[src/rtl/arb_mux_rr.sv]
// arb_mux_rr: NCH-channel, WIDTH-bit registered mux with round-robin arbitration and valid/ready handshakes.
// Define ARB_MUX_FIXED_PRIO_EN to replace round-robin with fixed priority (lowest index wins, no pointer).
module arb_mux_rr #(
    parameter int WIDTH = 32,
    parameter int NCH   = 4,
    parameter int SEL_W = 2
) (
    input  logic                 CLK,
    input  logic                 RST,
    input  logic [NCH*WIDTH-1:0] IN_DATA,
    input  logic [NCH-1:0]       IN_VALID,
    output logic [NCH-1:0]       IN_READY,
    output logic [WIDTH-1:0]     OUT_DATA,
    output logic                 OUT_VALID,
    input  logic                 OUT_READY,
    output logic [SEL_W-1:0]     OUT_SEL
);

    logic [SEL_W-1:0] ptr;
    logic [SEL_W-1:0] grant_idx;
    logic             grant_any;
    logic             can_accept;
    logic             transfer;
    int               idx;

    // Walk from the lowest-priority offset down to ptr so the nearest valid channel wins.
    always_comb begin
        grant_idx = '0;
        grant_any = 1'b0;
        idx       = 0;
        for (int k = NCH - 1; k >= 0; k--) begin
            idx = int'(ptr) + k;
            if (idx >= NCH) begin
                idx = idx - NCH;
            end
            if (IN_VALID[idx]) begin
                grant_idx = SEL_W'(idx);
                grant_any = 1'b1;
            end
        end
    end

    assign can_accept = !OUT_VALID || OUT_READY;
    assign transfer   = grant_any && can_accept && !RST;

    always_comb begin
        IN_READY = '0;
        if (transfer) begin
            IN_READY[grant_idx] = 1'b1;
        end
    end

    always_ff @(posedge CLK) begin
        if (RST) begin
            OUT_VALID <= 1'b0;
            OUT_DATA  <= '0;
            OUT_SEL   <= '0;
        end else if (transfer) begin
            OUT_VALID <= 1'b1;
            OUT_DATA  <= IN_DATA[int'(grant_idx)*WIDTH +: WIDTH];
            OUT_SEL   <= grant_idx;
        end else if (OUT_READY) begin
            OUT_VALID <= 1'b0;
        end
    end

`ifdef ARB_MUX_FIXED_PRIO_EN
    assign ptr = '0;
`else
    always_ff @(posedge CLK) begin
        if (RST) begin
            ptr <= '0;
        end else if (transfer) begin
            ptr <= (grant_idx == SEL_W'(NCH - 1)) ? '0 : grant_idx + SEL_W'(1);
        end
    end
`endif

endmodule

[config.mk]
export PLATFORM = sky130hd
export DESIGN_NAME = arb_mux_rr
export DESIGN_NICKNAME = d
export VERILOG_FILES = /design/src/rtl/arb_mux_rr.sv
export SDC_FILE = /design/constraint.sdc
export NUM_CORES = 1
export LEC_CHECK = 0
export ABC_AREA = 0
export BUFFER_PORTS_ARGS = -buffer_cell sky130_fd_sc_hd__buf_2
export CORE_MARGIN = 5
export CORE_UTILIZATION = 40
export CTS_CLUSTER_SIZE = 40
export DETAILED_ROUTE_END_ITERATION = 8
export GPL_ROUTABILITY_DRIVEN = 0
export PLACE_DENSITY = 0.8
export SYNTH_ARGS = -nofsm -noshare
export SYNTH_HDL_FRONTEND = slang
export SYNTH_SLANG_ARGS = --single-unit
[constraint.sdc]
create_clock -name CLK -period 2.59 [get_ports CLK]
set_clock_uncertainty 0.1 [all_clocks]
set_input_delay 0.518 -clock CLK [delete_from_list [all_inputs] [get_ports CLK]]
set_output_delay 0.518 -clock CLK [all_outputs]
set_load 0.02 [all_outputs]
==> impl_metrics.tcl <==
set metrics [dict create \
    critPathMaxStageDelay_ns 0.54 \
    antennaDiodeCount 0 \
    cts_buffers 5 \
    cts.sinks 37 \
    io_buffers 173 \
    crit_path_frequent_cell "buf_2" \
    crit_type "in -> out" \
    die_y_um 85.64 \
    hold_buffers 0 \
    clock-root-buffer "clkbuf_8" \
    crit_arrival_ns 1.89 \
    viasPerCell 5.002 \
    avgSynthCellArea_um2 10.50 \
    synthDominantCellAreaShare_pct 32.37 \
    std_cell_rows 27 \
    io_pins 174 \
    synth_area_mm2 0.002288 \
    min_from "OUT_DATA[13]" \
    worstSetupStartpointType "input pin" \
    tritoncts "done" \
    drv_slew 0 \
    nets 524 \
    die_x_um 85.64 \
    fin_crit_sh_pct 96.91 \
    htree_levels 2 \
    yosysTopAreaCell "dfxtp_1" \
    synth_simple_gate_area_share_pct 10.55 \
    path_cells "buf_2 -> nor2b_4 -> or4_4 -> nand2_4 -> ha_1 -> and2_1 -> buf_2" \
    setup_viol 0 \
    layout-drive-gt1-share_pct 55.01 \
    crit_path_end_kind "output port" \
    hold_class "reg -> reg" \
    grt_pass1_wl_um 10870 \
    first_pass_iters 3 \
    worst_pin_slew_ns 0.4576 \
    post_synth_fa_ha_maj_area_fraction_pct 0.5467 \
    r2r_start "ptr[0]" \
    path_clk_slew_ns 0.07 \
    ys_ff_latch 37 \
    hold_viol_final 0 \
    period_needed_ns 2.510 \
    drt-initial-drc-count 67 \
    cp.required_ns 1.97 \
    synth.area.top_cells "dfxtp_1 32%, mux2i_1 29%, o221ai_2 12%" \
    synth_nets 354 \
    wl_per_cell_um 14.33 \
    crit_path_start "IN_VALID[0]" \
    clk_latency_ns 0.28 \
    grt_max_degree 35 \
    syn2layout_area_growth_pct 42.87 \
    ys_seq_area_share_pct 32.37 \
    leakage_nw 1.628 \
    slowest_stage "or4_4" \
    clockBufferDepth 2 \
    ys_types 25 \
    power_mw 2.017 \
    num_vias 2306 \
    outcome "finished clean" \
    finalSetupTns_ns 0 \
    grt_overflow 0 \
    slew_headroom_pct 69.49 \
    maxCapViolCount 0 \
    fmax_ghz 0.3984 \
    drcViolationCount 0 \
    synth_top_family_by_area "multiplexers" \
    p_per_area_mw_per_mm2 616.8 \
    dp.final_hpwl_um 5504 \
    grt_pass1_vias 2511 \
    grt_usage_pct 18.04 \
    max-vdd-ir-drop_v 0.0003335 \
    synthCells 218 \
    start_util_pct 41.31 \
    synth_compound_area_share_pct 20.83 \
    coreArea_mm2 0.005540 \
    ys.warnings.count 0 \
    yosys-mux-area-fraction_pct 28.87 \
    die_area_mm2 0.007334 \
    synthXorXnorAreaFrac_pct 0 \
    antenna_found_initial 0 \
    worstPathMaxFanout 6 \
    grt_setup_unrepaired "no" \
    ant_nets 0 \
    nFillCells 498 \
    wl_um 6607 \
]
metal layers:
metal | GRT usage, % | up-vias | part of all wire, %
met2 | 34.68 | 96 | 53
met3 | 5.860 | 9 | 9.9
met5 | 0 | - | 0
met1 | 17.95 | 1038 | 36
li1 | - | 1163 | -
met4 | 6.331 | 0 | 1.2
kinds of logic after synthesis:
family / count (synthesis)
DFF: 37
and+or+nand+nor: 53
muxes: 66
AOI/OAI and AO/OA: 42
buffers and inverters: 19
adders and majority gates: 1
critical path: cells and delay by family:
kind	cells	cell delay, ns
buffers and inverters	2	0.30
adders and majority gates	1	0.17
and+or+nand+nor	4	0.91
placed cells by master, fill, tap and decap left out, types with 2 or more instances in the layout:
cell	count
nor2b_1	2
o221ai_1	15
clkinv_2	2
mux2i_1	66
a21oi_1	5
dfxtp_1	36
buf_4	6
o221ai_2	18
clkbuf_8	5
buf_12	2
buf_2	173
nor2_1	9
nand2_1	34
synth_stat cells, drive strengths merged:
master  count
nor2b       4
mux2i      66
nand2b      2
o41ai       1
clkbuf      4
o221ai     33
a31oi       1
nor2        9
o22a        1
and2        1
a21oi       5
dfxtp      37
nand2      35
ha          1
a21o        1
or4         1
or3         1
buf        14
inv         1
sequential cells by signal, summed over array words and instances (netlist names):
| name | count |
|---|---|
| OUT_VALID | 1 |
| OUT_SEL | 2 |
| ptr | 2 |
| OUT_DATA | 32 |
what timing repair did:
| action | CTS | global route |
|---|---|---|
| setup buffers | 0 | 0 |
| gates resized for setup | 0 | 1 |
| setup endpoints to repair | 0 | 1 |
where the power goes:
part	internal (mW)	switching, mW
Sequential	0.672	0.0547
Combinational	0.412	0.490
Clock	0.186	0.202
Total	1.27	0.747
per-stage QoR:
| step | hold slack (ns) | cells | worst slack, ns | utilization [%] | instance area [um^2] |
|---|---|---|---|---|---|
| floorplan | 0.3975 | 218 | 0.06058 | - | 2288 |
| global placement | 0.3375 | 453 | 0.08952 | 57.43 | 3182 |
| detailed placement | 0.3468 | 453 | 0.07446 | 57.43 | 3182 |
| CTS | 0.3651 | 461 | 0.06335 | 58.99 | 3268 |
| global route | 0.3796 | 461 | 0.01930 | 59.01 | 3269 |
| finish | 0.3593 | 461 | 0.08014 | 59.01 | 3269 |
worst paths after layout:
kind,to,slack [ns],depth (start not counted)
setup / recovery,IN_READY[3],0.08,7
hold / removal,OUT_DATA[13],0.36,2
setup reg to reg,OUT_DATA[31],0.56,6
hold reg to reg,OUT_DATA[13],0.36,2
cell type report:
| type | instances | area (um^2) | area share (%) |
|---|---|---|---|
| clock inverter | 3 | 17.52 | 0.5358 |
| clock buffer | 5 | 68.82 | 2.105 |
| sequential | 37 | 742.0 | 22.69 |
| tap | 72 | 90.09 | 2.755 |
| timing repair buffer | 181 | 950.9 | 29.09 |
| multi-input combinational | 162 | 1396 | 42.71 |
| inverter | 1 | 3.754 | 0.1148 |
Note: power is estimated with default switching activity, not from simulation.
